===== src/rtl/fe_mdc_commutator_if.sv =====
// Two-lane complex stream bundle (lane 0 upper, lane 1 lower; [lane][I=0/Q=1]) for the MDC commutator.
// The master drives i_* and observes o_*; the commutator attaches as slave.
interface fe_mdc_commutator_if #(
  parameter int NBW_DATA = 8
);
  logic                                    i_valid;
  logic signed [1:0][1:0][NBW_DATA-1:0]    i_data;
  logic                                    o_valid;
  logic signed [1:0][1:0][NBW_DATA-1:0]    o_data;

  modport master (
    output i_valid,
    output i_data,
    input  o_valid,
    input  o_data
  );

  modport slave (
    input  i_valid,
    input  i_data,
    output o_valid,
    output o_data
  );
endinterface


===== src/rtl/fe_mdc_commutator.sv =====
// MDC delay-commutator: pairs samples DELAY apart for the next radix-2^2 butterfly; output m appears 1 clk after input m+DELAY.
// No backpressure: all state stalls in place while i_valid is low, o_valid drops and o_data holds.
module fe_mdc_commutator #(
  parameter int NBW_DATA = 8,
  parameter int DELAY    = 4,
  parameter int NBW_C    = $clog2(2*DELAY)
) (
  input  logic              clk,
  input  logic              rst_sync,
  fe_mdc_commutator_if.slave bus
);
  localparam int SEL_BIT = $clog2(DELAY);
  localparam int NBW_F   = $clog2(DELAY+1);

  typedef logic [1:0][NBW_DATA-1:0] lane_t;

  logic [NBW_C-1:0] cnt;
  logic [NBW_F-1:0] fill;
  lane_t            lo_dl [DELAY];
  lane_t            up_dl [DELAY];
  lane_t            u_lane;
  lane_t            b_lane;
  lane_t            p_lane;
  lane_t            q_lane;
  logic             sel;
  logic             primed;

  assign u_lane = bus.i_data[0];
  assign b_lane = lo_dl[DELAY-1];
  assign sel    = cnt[SEL_BIT];
  assign primed = (fill == NBW_F'(DELAY));

  // First half of each 2*DELAY block passes the upper lane straight on; second half swaps.
  always_comb begin
    p_lane = u_lane;
    q_lane = b_lane;
    if (sel) begin
      p_lane = b_lane;
      q_lane = u_lane;
    end
  end

  always_ff @(posedge clk) begin
    if (rst_sync) begin
      cnt         <= '0;
      fill        <= '0;
      bus.o_valid <= 1'b0;
      bus.o_data  <= '0;
      for (int k = 0; k < DELAY; k++) begin
        lo_dl[k] <= '0;
        up_dl[k] <= '0;
      end
    end else begin
      bus.o_valid <= bus.i_valid && primed;
      if (bus.i_valid) begin
        // 2*DELAY is a power of two, so natural overflow gives the block wrap.
        cnt      <= cnt + NBW_C'(1);
        if (!primed) fill <= fill + NBW_F'(1);
        lo_dl[0] <= bus.i_data[1];
        up_dl[0] <= p_lane;
        for (int k = 1; k < DELAY; k++) begin
          lo_dl[k] <= lo_dl[k-1];
          up_dl[k] <= up_dl[k-1];
        end
        bus.o_data <= {q_lane, up_dl[DELAY-1]};
      end
    end
  end
endmodule

===== src/flat_wrapper.sv =====
// flat-port wrapper written by rule: the top's interface ports become plain ports
module fe_mdc_commutator_flat 
#(
  parameter int NBW_DATA = 8,
  parameter int DELAY    = 4,
  parameter int NBW_C    = $clog2(2*DELAY)
)
  (clk, rst_sync, bus_i_valid, bus_i_data, bus_o_valid, bus_o_data);
  fe_mdc_commutator_if #(.NBW_DATA(NBW_DATA)) bus_i ();
  input  logic clk;
  input  logic rst_sync;
  input wire logic [$bits(bus_i.i_valid)-1:0] bus_i_valid;
  input wire logic [$bits(bus_i.i_data)-1:0] bus_i_data;
  output wire logic [$bits(bus_i.o_valid)-1:0] bus_o_valid;
  output wire logic [$bits(bus_i.o_data)-1:0] bus_o_data;
  assign bus_i.i_valid = bus_i_valid;
  assign bus_i.i_data = bus_i_data;
  assign bus_o_valid = bus_i.o_valid;
  assign bus_o_data = bus_i.o_data;
  fe_mdc_commutator #(.NBW_DATA(NBW_DATA), .DELAY(DELAY), .NBW_C(NBW_C)) u_core (.clk(clk), .rst_sync(rst_sync), .bus(bus_i));
endmodule

===== config.mk =====
export PLATFORM = sky130hd
export DESIGN_NAME = fe_mdc_commutator_flat
export DESIGN_NICKNAME = d
export VERILOG_FILES = /design/src/rtl/fe_mdc_commutator_if.sv /design/src/rtl/fe_mdc_commutator.sv /design/src/flat_wrapper.sv
export SDC_FILE = /design/constraint.sdc
export NUM_CORES = 1
export LEC_CHECK = 0
export ABC_AREA = 1
export BUFFER_PORTS_ARGS = -buffer_cell sky130_fd_sc_hd__buf_2
export CORE_ASPECT_RATIO = 1.25
export CORE_MARGIN = 2
export CORE_UTILIZATION = 50
export CTS_BUF_LIST = sky130_fd_sc_hd__clkbuf_16
export DETAILED_ROUTE_END_ITERATION = 7
export GPL_TIMING_DRIVEN = 0
export HOLD_SLACK_MARGIN = 0.12
export PLACE_DENSITY = 0.7
export SYNTH_ARGS = -nofsm -noshare
export SYNTH_HDL_FRONTEND = slang
export SYNTH_SLANG_ARGS = --single-unit

===== constraint.sdc =====
create_clock -name clk -period 4 [get_ports clk]
set_clock_uncertainty 0.15 [all_clocks]
set_input_delay 0.6 -clock clk [delete_from_list [all_inputs] [get_ports clk]]
set_output_delay 0.6 -clock clk [all_outputs]
set_load 0.01 [all_outputs]

==> run_results.csv, run 1 <==
group,metric,value,unit
timing,rsz0062_at_grt,"false",
floorplanning,dieHeight,133,um
timing,finalHoldViolations,0,
min_path,hold_path_class,"input pin to register",
clock_tree,cts_tree,"yes",
status,status,"finished, final reports clean",
clock_tree,cts_root_buf,"clkbuf_16",
detailed_routing,drt_iter0_drc,254,
synth,ys_types,14,
setup_path,critPathArrivalTime,2.42,ns
clock_tree,cts-hold-fix-buffers,0,
timing,tightest_slew,0.497,ns
detailed_routing,vias,4278,
floorplanning,pin_count,68,
detailed_routing,remaining_drc_errors,0,
detailed_routing,via_per_inst,4.56,
pwr,power_density,498,nW/um^2
global_route,first_global_vias,4339,
detailed_routing,first_pass_iters,4,
floorplanning,die_w,107,um
placement,hpwl,8030,um
floorplanning,initial_core_util,0.508,
finish,final_util,0.604,
detailed_routing,drtAntennaViolNets,0,
detailed_routing,wl_per_cell,12.3,um
clock_tree,path_clk_slew,0.06,ns
synth,synth_nets,704,
clock_tree,clk_latency,0.42,ns
clock_tree,clock_sinks,167,
pwr,leakage,3.75,nW
clock_tree,h-tree-depth,4,
timing,finalSetupViolCount,0,
synth,netlist_instances,666,
finish,nNetsFinal,792,
placement,io_buffers,66,
timing,slew_violations,0,
pwr,vdd_drop_max,0.000249,V
pwr,power,3.96,mW
synth,ys_seq_elements,167,
global_route,antenna_found_initial,2,
setup_path,cp-end-kind,"register",
setup_path,required,4.02,ns
global_route,grt_pass1_wl,19200,um
timing,holdWs,0.220,ns
clock_tree,post-cts-setup-buffers,0,
floorplanning,row_count,47,
finish,num-fill-cells,1074,
global_route,grt_max_degree,48,
setup_path,crit_path_max_fanout,39,
finish,area_growth,18.8,%
global_route,grt_usage,0.176,
setup_path,crit_type,"input pin to register",
flow_run,drv_cap,0,
timing,min_period,2.40,ns
synth,synth_area_per_cell,10.1,sq um
setup_path,crit_path_start_kind,"input pin",
synth,ys_warn_count,0,
timing,slew_headroom,0.668,
clock_tree,cts_buffers,17,
detailed_routing,wl,11500,um
clock_tree,clockBufferDepth,2,
clock_tree,cts_resized,0,
timing,finalCritPeriodShare,0.599,
global_route,gr-total-overflow,0,
finish,layout-drive-gt1-share,0.163,
floorplanning,dieArea,14300,sq um
placement,place_congestion,0.785,
floorplanning,core_region_area,13200,sq um
timing,fmax,417,MHz
synth,yosysSeqAreaShare,0.691,
synth,synthesis.area,6690,sq um
[area by class of cell]
class                   count  area [sq um]  share of cell area
diodes                      1          2.50            0.000315
plain buffers              28           220              0.0277
clock buffers              19           475              0.0598
clock inverters            13           163              0.0205
inverters                 153           578              0.0727
multi-input cells         318          1270               0.160
flip-flops and latches    167          4620               0.582
well taps                 171           214              0.0269
repair buffers             69           398              0.0500
[logic make-up after synthesis]
group	count (synthesis)	synth area share
compound gates	19	0.0142
flops	167	0.691
fa+ha+maj	3	0.00561
simple gates	295	0.169
xor+xnor	1	0.00131
buf+inv	181	0.119
[metrics by stage]
stage	setup WS (ns)	TNS (ns)	cell area, sq um	std cells
detailed placement	1.17	0	7310	906
floorplan	0.370	0	6700	666
finish	1.60	0	7950	939
CTS	1.61	0	7950	938
global placement	-0.520	-66.11	7240	903
global route	1.45	0	7950	938
[cell usage in the layout, fill, tap and decap left out, types with 10 or more instances in the layout]
cell and n:
a21oi_1 19, buf_2 74, buf_6 10, clkbuf_16 19
dfxtp_1 39, edfxtp_1 128, inv_1 156, nand2_1 155
nand3_1 19, nor2_1 120
[critical path, stage by stage]
cell and delay, ns:
buf_4 0.15, nor2_2 0.33, buf_2 0.33, clkinvlp_4 0.44, buf_12 0.35, buf_16 0.19
[registers in the layout, summed over array words and instances, names as in the netlist]
register / count
u_core.bus.o_data: 32
u_core.cnt: 3
u_core.bus.o_valid: 1
u_core.up_dl: 64
u_core.lo_dl: 64
u_core.fill: 3
[final timing paths]
check / from / end / slack (ns) / cells after the start
max: bus_i_valid / u_core.up_dl[1][0]$_SDFFCE_PN0P_ / 1.60 / 6
min: rst_sync / u_core.cnt[0]$_SDFFE_PP0P_ / 0.22 / 2
max reg2reg: u_core.cnt[2]$_SDFFE_PP0P_ / u_core.up_dl[0][2]$_SDFFCE_PN0P_ / 2.52 / 4
min reg2reg: u_core.up_dl[3][4]$_SDFFCE_PN0P_ / u_core.bus.o_data[4]$_SDFFE_PP0P_ / 0.28 / 2
[per-layer routing]
layer	part of all wire	global-route usage
met5	0.0011	0
met4	0.032	0.0933
met3	0.044	0.0514
met2	0.55	0.326
met1	0.37	0.174
[report_power, final]
| part | internal (mW) | switching (mW) | total, mW |
|---|---|---|---|
| Sequential | 1.98 | 0.0343 | 2.01 |
| Clock | 1.11 | 0.620 | 1.73 |
| Combinational | 0.0835 | 0.142 | 0.226 |
| Total | 3.16 | 0.797 | 3.96 |
[Yosys cell counts]
| library cell | n | area (sq um) |
|---|---|---|
| buf_4 | 8 | 60.1 |
| a21oi_1 | 19 | 95.1 |
| nand3_1 | 19 | 95.1 |
| xnor2_1 | 1 | 8.76 |
| edfxtp_1 | 128 | 3840 |
| nor2_1 | 120 | 450 |
| buf_2 | 8 | 40.0 |
| ha_1 | 3 | 37.5 |
| nor2_2 | 1 | 6.26 |
| dfxtp_1 | 39 | 781 |
| nand2_1 | 155 | 582 |
| inv_1 | 153 | 574 |
| buf_6 | 10 | 113 |
| clkbuf_1 | 2 | 7.51 |
Note: power is estimated with default switching activity, not from simulation.
==> run 2, diff against run 1 <==
clock period = 2.2 ns   (was 4 ns; I/O delays follow)
==> run_results.csv, run 2 (synthesis results as in run 1) <==
group,metric,value,unit
status,status,"finished, final reports clean",
pwr,power_density,853,nW/um^2
clock_tree,cts_buffers,17,
pwr,p_int,5.50,mW
timing,finalCritPeriodShare,0.853,
detailed_routing,remaining_drc_errors,0,
global_route,gr-total-overflow,0,
pwr,p_switching,1.51,mW
global_route,grt_max_degree,48,
clock_tree,cts_resized,0,
detailed_routing,first_pass_iters,4,
clock_tree,path_clk_slew,0.06,ns
finish,nNetsFinal,824,
setup_path,r2r_slack,0.32,ns
global_route,first_global_vias,4496,
clock_tree,clockBufferDepth,2,
flow_run,drv_cap,0,
timing,fmax,533,MHz
placement,dpl_cell_area,7310,sq um
floorplanning,dieHeight,133,um
finish,area_growth,22.8,%
global_route,antenna_found_initial,0,
finish,fin_area,8220,sq um
pwr,power_frac_seq,0.521,
pwr,vdd_drop_max,0.000501,V
floorplanning,core_region_area,13200,sq um
global_route,grt_pass1_wl,20000,um
clock_tree,h-tree-depth,4,
pwr,leakage,3.84,nW
min_path,hold_path_class,"input pin to register",
clock_tree,cts_tree,"yes",
finish,diodes,0,
finish,layout-drive-gt1-share,0.156,
detailed_routing,via_per_inst,4.58,
floorplanning,initial_core_util,0.508,
clock_tree,clock_sinks,167,
pwr,pwr-share-comb,0.066,
setup_path,cpMaxStageDelayCell,"dlygate4sd3_1",
timing,slew_headroom,0.364,
setup_path,crit_buf_inv,4,
detailed_routing,drt_iter0_drc,239,
floorplanning,die_w,107,um
setup_path,slowest_delay,0.54,ns
detailed_routing,wl_per_cell,12.6,um
setup_path,path_delay_family,"buffers and inverters",
placement,io_buffers,66,
timing,min_period,1.88,ns
timing,finalSetupViolCount,0,
finish,num-fill-cells,1011,
setup_path,crit_path_start_kind,"register",
finish,reg_top3,"u_core.lo_dl (64), u_core.up_dl (64), u_core.bus.o_data (32)",
floorplanning,row_count,47,
detailed_routing,drtAntennaViolNets,0,
finish,mostFrequentLayoutCells,"inv_1, nand2_1, edfxtp_1",
floorplanning,pin_count,68,
clock_tree,clk_latency,0.42,ns
placement,hpwl,7970,um
setup_path,required,2.35,ns
setup_path,critPathArrivalTime,2.03,ns
placement,place_congestion,0.824,
timing,holdWs,0.145,ns
pwr,swShare,0.215,
floorplanning,dieArea,14300,sq um
pwr,clkPwrFrac,0.413,
setup_path,crit_type,"register to register",
clock_tree,cts_root_buf,"clkbuf_16",
timing,slew_violations,0,
global_route,grt_usage,0.184,
setup_path,crit_chain,"buf_2 -> inv_1 -> buf_2 -> nand2_1 -> nand3_1 -> nand2_1 -> dlygate4sd3_1",
detailed_routing,wl,12200,um
setup_path,cp-end-kind,"register",
detailed_routing,vias,4438,
timing,finalHoldViolations,0,
pwr,power,7.01,mW
timing,tightest_slew,0.948,ns
setup_path,crit_path_max_fanout,10,
finish,layout_commonest_cell,"inv_1",
timing,rsz0062_at_grt,"false",
run 2: final timing paths:
check                                       endpoint                              from  depth (start not counted)
setup reg to reg  u_core.bus.o_data[29]$_SDFFE_PP0P_        u_core.cnt[2]$_SDFFE_PP0P_                          7
hold reg to reg    u_core.bus.o_data[2]$_SDFFE_PP0P_  u_core.up_dl[3][2]$_SDFFCE_PN0P_                          2
setup / recovery  u_core.bus.o_data[29]$_SDFFE_PP0P_        u_core.cnt[2]$_SDFFE_PP0P_                          7
hold / removal           u_core.fill[2]$_SDFFE_PP0P_                       bus_i_valid                          5
run 2: timing repair:
action,4_1_cts,5_1_grt
setup endpoints to repair,0,85
hold endpoints to repair,34,1
hold buffers,31,1
buffers inserted,0,0
run 2: worst register-to-register path, stage by stage, from the launching register on:
cell	delay [ns]
dfxtp_1	0.29
buf_2	0.15
inv_1	0.13
buf_2	0.26
nand2_1	0.10
nand3_1	0.10
nand2_1	0.05
dlygate4sd3_1	0.54
run 2: final cells by class:
cell class / instances / area (sq um) / area share
Buffer: 28 / 239 / 0.0291
Clock buffer: 18 / 450 / 0.0548
Clock inverter: 14 / 136 / 0.0166
Inverter: 153 / 578 / 0.0703
Multi-Input combinational cell: 318 / 1280 / 0.156
Sequential cell: 167 / 4620 / 0.563
Tap cell: 171 / 214 / 0.0260
Timing Repair Buffer: 100 / 691 / 0.0840
Timing Repair inverter: 1 / 5.00 / 0.000609
run 2: layer usage:
layer / track usage / vias up / wire (um)
met3: 0.0548 / 20 / 550
met4: 0.0776 / 0 / 233
met2: 0.349 / 108 / 6890
met5: 0 / - / 0
met1: 0.182 / 2063 / 4560
li1: - / 2247 / -
run 2: power by group through the flow:
stage / Clock, mW / Sequential, mW / Combinational, mW
after floorplan: 0 / 3.72 / 0.255
after global placement: 0 / 3.72 / 0.379
after detailed placement: 0 / 3.72 / 0.410
after CTS: 2.94 / 3.65 / 0.459
after global routing: 3.09 / 3.67 / 0.518
final: 2.90 / 3.65 / 0.461
run 2: per-stage QoR:
step | setup TNS, ns | setup WS, ns | util | std cells
after floorplan | -122.35 | -0.956 | - | 666
after global placement | -217.50 | -1.70 | 0.552 | 903
after detailed placement | -42.40 | -0.418 | 0.555 | 905
after CTS | 0 | 0.0646 | 0.623 | 968
after global routing | 0 | 0.143 | 0.624 | 970
final | 0 | 0.323 | 0.624 | 970
==> run 3, diff against run 2 <==
BUFFER_PORTS_ARGS = -buffer_cell sky130_fd_sc_hd__buf_4   (was -buffer_cell sky130_fd_sc_hd__buf_2)
==> run_results.csv, run 3 (synthesis results as in run 1) <==
group,metric,value,unit
placement,hpwl,8010,um
setup_path,crit_type,"register to register",
finish,num-fill-cells,965,
setup_path,reg2reg_from,"u_core.cnt[0]$_SDFFE_PP0P_",
timing,slew_headroom,0.408,
status,status,"finished, final reports clean",
finish,area_growth,25.7,%
detailed_routing,wl_per_cell,12.4,um
clock_tree,clk_latency,0.42,ns
timing,min_period,2.09,ns
setup_path,crit_buf_inv,2,
finish,regArea,4620,sq um
detailed_routing,first_pass_iters,5,
clock_tree,path_clk_slew,0.06,ns
finish,layout_commonest_cell,"nand2_1",
detailed_routing,wl,12100,um
global_route,grt_max_degree,48,
setup_path,worst-r2r-cell-count,5,
setup_path,cp-end-kind,"register",
detailed_routing,drt_iter0_drc,229,
setup_path,cp.depth,5,
setup_path,required,2.35,ns
floorplanning,core_region_area,13200,sq um
pwr,p_switching,1.51,mW
finish,reg_top3,"u_core.lo_dl (64), u_core.up_dl (64), u_core.bus.o_data (32)",
floorplanning,pin_count,68,
timing,finalHoldViolations,0,
pwr,p_int,5.56,mW
finish,mostFrequentLayoutCells,"nand2_1, inv_1, edfxtp_1",
pwr,leakage,3.88,nW
clock_tree,h-tree-depth,4,
setup_path,path_delay_family,"buffers and inverters",
clock_tree,clockBufferDepth,2,
setup_path,r2r-end,"u_core.cnt[2]$_SDFFE_PP0P_",
finish,diodes,0,
detailed_routing,via_per_inst,4.55,
pwr,vdd_drop_max,0.000495,V
detailed_routing,remaining_drc_errors,0,
min_path,hold_path_class,"input pin to register",
floorplanning,dieArea,14300,sq um
floorplanning,row_count,47,
timing,finalSetupViolCount,0,
pwr,pwr-share-comb,0.070,
setup_path,crit_path_start_kind,"register",
min_path,whs_path_depth,5,
global_route,antenna_found_initial,0,
placement,io_buffers,66,
global_route,grt_usage,0.182,
timing,tightest_slew,0.886,ns
clock_tree,cts_resized,0,
clock_tree,cts_root_buf,"clkbuf_16",
setup_path,path_common_cell,"dlygate4sd3_1",
timing,slew_violations,0,
detailed_routing,drtAntennaViolNets,0,
finish,nNetsFinal,825,
pwr,swShare,0.214,
setup_path,critPathLaunch,"u_core.cnt[0]$_SDFFE_PP0P_",
pwr,clkPwrFrac,0.413,
finish,fin_cells,971,
global_route,gr-total-overflow,0,
clock_tree,clock_sinks,167,
floorplanning,dieHeight,133,um
global_route,first_global_vias,4463,
min_path,min_from,"bus_i_data[14]",
setup_path,crit_chain,"ha_1 -> a21oi_1 -> dlygate4sd3_1 -> nor2_1 -> dlygate4sd3_1",
placement,placed_cells,905,
timing,setup_tns,0,ns
setup_path,critPathArrivalTime,2.25,ns
placement,place_congestion,0.840,
min_path,holdPathEnd,"u_core.bus.o_data[30]$_SDFFE_PP0P_",
timing,finalCritPeriodShare,0.952,
global_route,grt_pass1_wl,19900,um
timing,rsz0062_at_grt,"false",
flow_run,drv_cap,0,
clock_tree,cts_tree,"yes",
pwr,power_density,840,nW/um^2
finish,multi_input_area,1280,sq um
floorplanning,initial_core_util,0.508,
detailed_routing,vias,4415,
setup_path,slowest_delay,0.56,ns
timing,fmax,477,MHz
floorplanning,die_w,107,um
clock_tree,cts_buffers,17,
pwr,power_frac_seq,0.517,
setup_path,cpMaxStageDelayCell,"dlygate4sd3_1",
finish,layout-drive-gt1-share,0.154,
setup_path,crit_path_max_fanout,2,
setup_path,r2r_slack,0.11,ns
-- run 3: cell types whose count changed in the layout (fill, tap and decap cells not counted), sizes merged --
cell         delta
dlygate4sd3     +3
clkinv          +2
clkinvlp        -2
clkbuf          +2
buf             -1
bufinv          -1
inv             -2
-- run 3: layout make-up --
class	instances	area share
Tap cell	171	0.0254
Inverter	153	0.0687
Clock buffer	20	0.0595
Sequential cell	167	0.550
Clock inverter	12	0.0117
Multi-Input combinational cell	318	0.152
Timing Repair Buffer	103	0.105
Buffer	27	0.0278
-- run 3: routing by layer --
layer	GRT usage	share of wire
met2	0.331	0.55
met3	0.0440	0.036
met5	0	0
met1	0.191	0.39
met4	0.0983	0.028
-- run 3: worst register-to-register path, cell delays in order (launching register included) --
cell and delay [ns]:
dfxtp_1 0.33, ha_1 0.22, a21oi_1 0.14, dlygate4sd3_1 0.56, nor2_1 0.04, dlygate4sd3_1 0.54
-- run 3: per-stage QoR --
stage | instance area (sq um) | util | power (mW) | hold WS (ns) | setup slack (ns)
final | 8420 | 0.639 | 7.07 | 0.140 | 0.105
after global routing | 8420 | 0.639 | 7.32 | 0.132 | 0.0151
after CTS | 8420 | 0.639 | 7.11 | 0.124 | 0.0570
after detailed placement | 7470 | 0.567 | 4.16 | 0.272 | -0.347
after global placement | 7430 | 0.564 | 4.13 | 0.266 | -1.70
after floorplan | 6720 | - | 3.98 | 0.252 | -0.956
-- run 3: worst max path at each step --
stage / endpoint
after detailed placement: u_core.lo_dl[0][8]$_SDFFCE_PN0P_
after global placement: u_core.up_dl[3][11]$_SDFFCE_PN0P_
after floorplan: u_core.lo_dl[0][0]$_SDFFCE_PN0P_
after CTS: u_core.cnt[2]$_SDFFE_PP0P_
after global routing: u_core.lo_dl[1][13]$_SDFFCE_PN0P_
final: u_core.cnt[2]$_SDFFE_PP0P_
-- run 3: timing repair --
item / in CTS / in global routing
setup endpoints to repair: 0 / 1
hold buffers: 35 / 0
buffers inserted: 0 / 0
endpoints found under the hold margin: 39 / 0
-- run 3: power groups by stage --
| stage | Sequential [mW] | Clock (mW) | Combinational [mW] |
|---|---|---|---|
| 6_report | 3.65 | 2.92 | 0.495 |
| 5_1_grt | 3.67 | 3.10 | 0.555 |
| 4_1_cts | 3.65 | 2.96 | 0.498 |
| 3_5_place_dp | 3.72 | 0 | 0.443 |
| 3_3_place_gp | 3.72 | 0 | 0.408 |
| 2_1_floorplan | 3.72 | 0 | 0.255 |
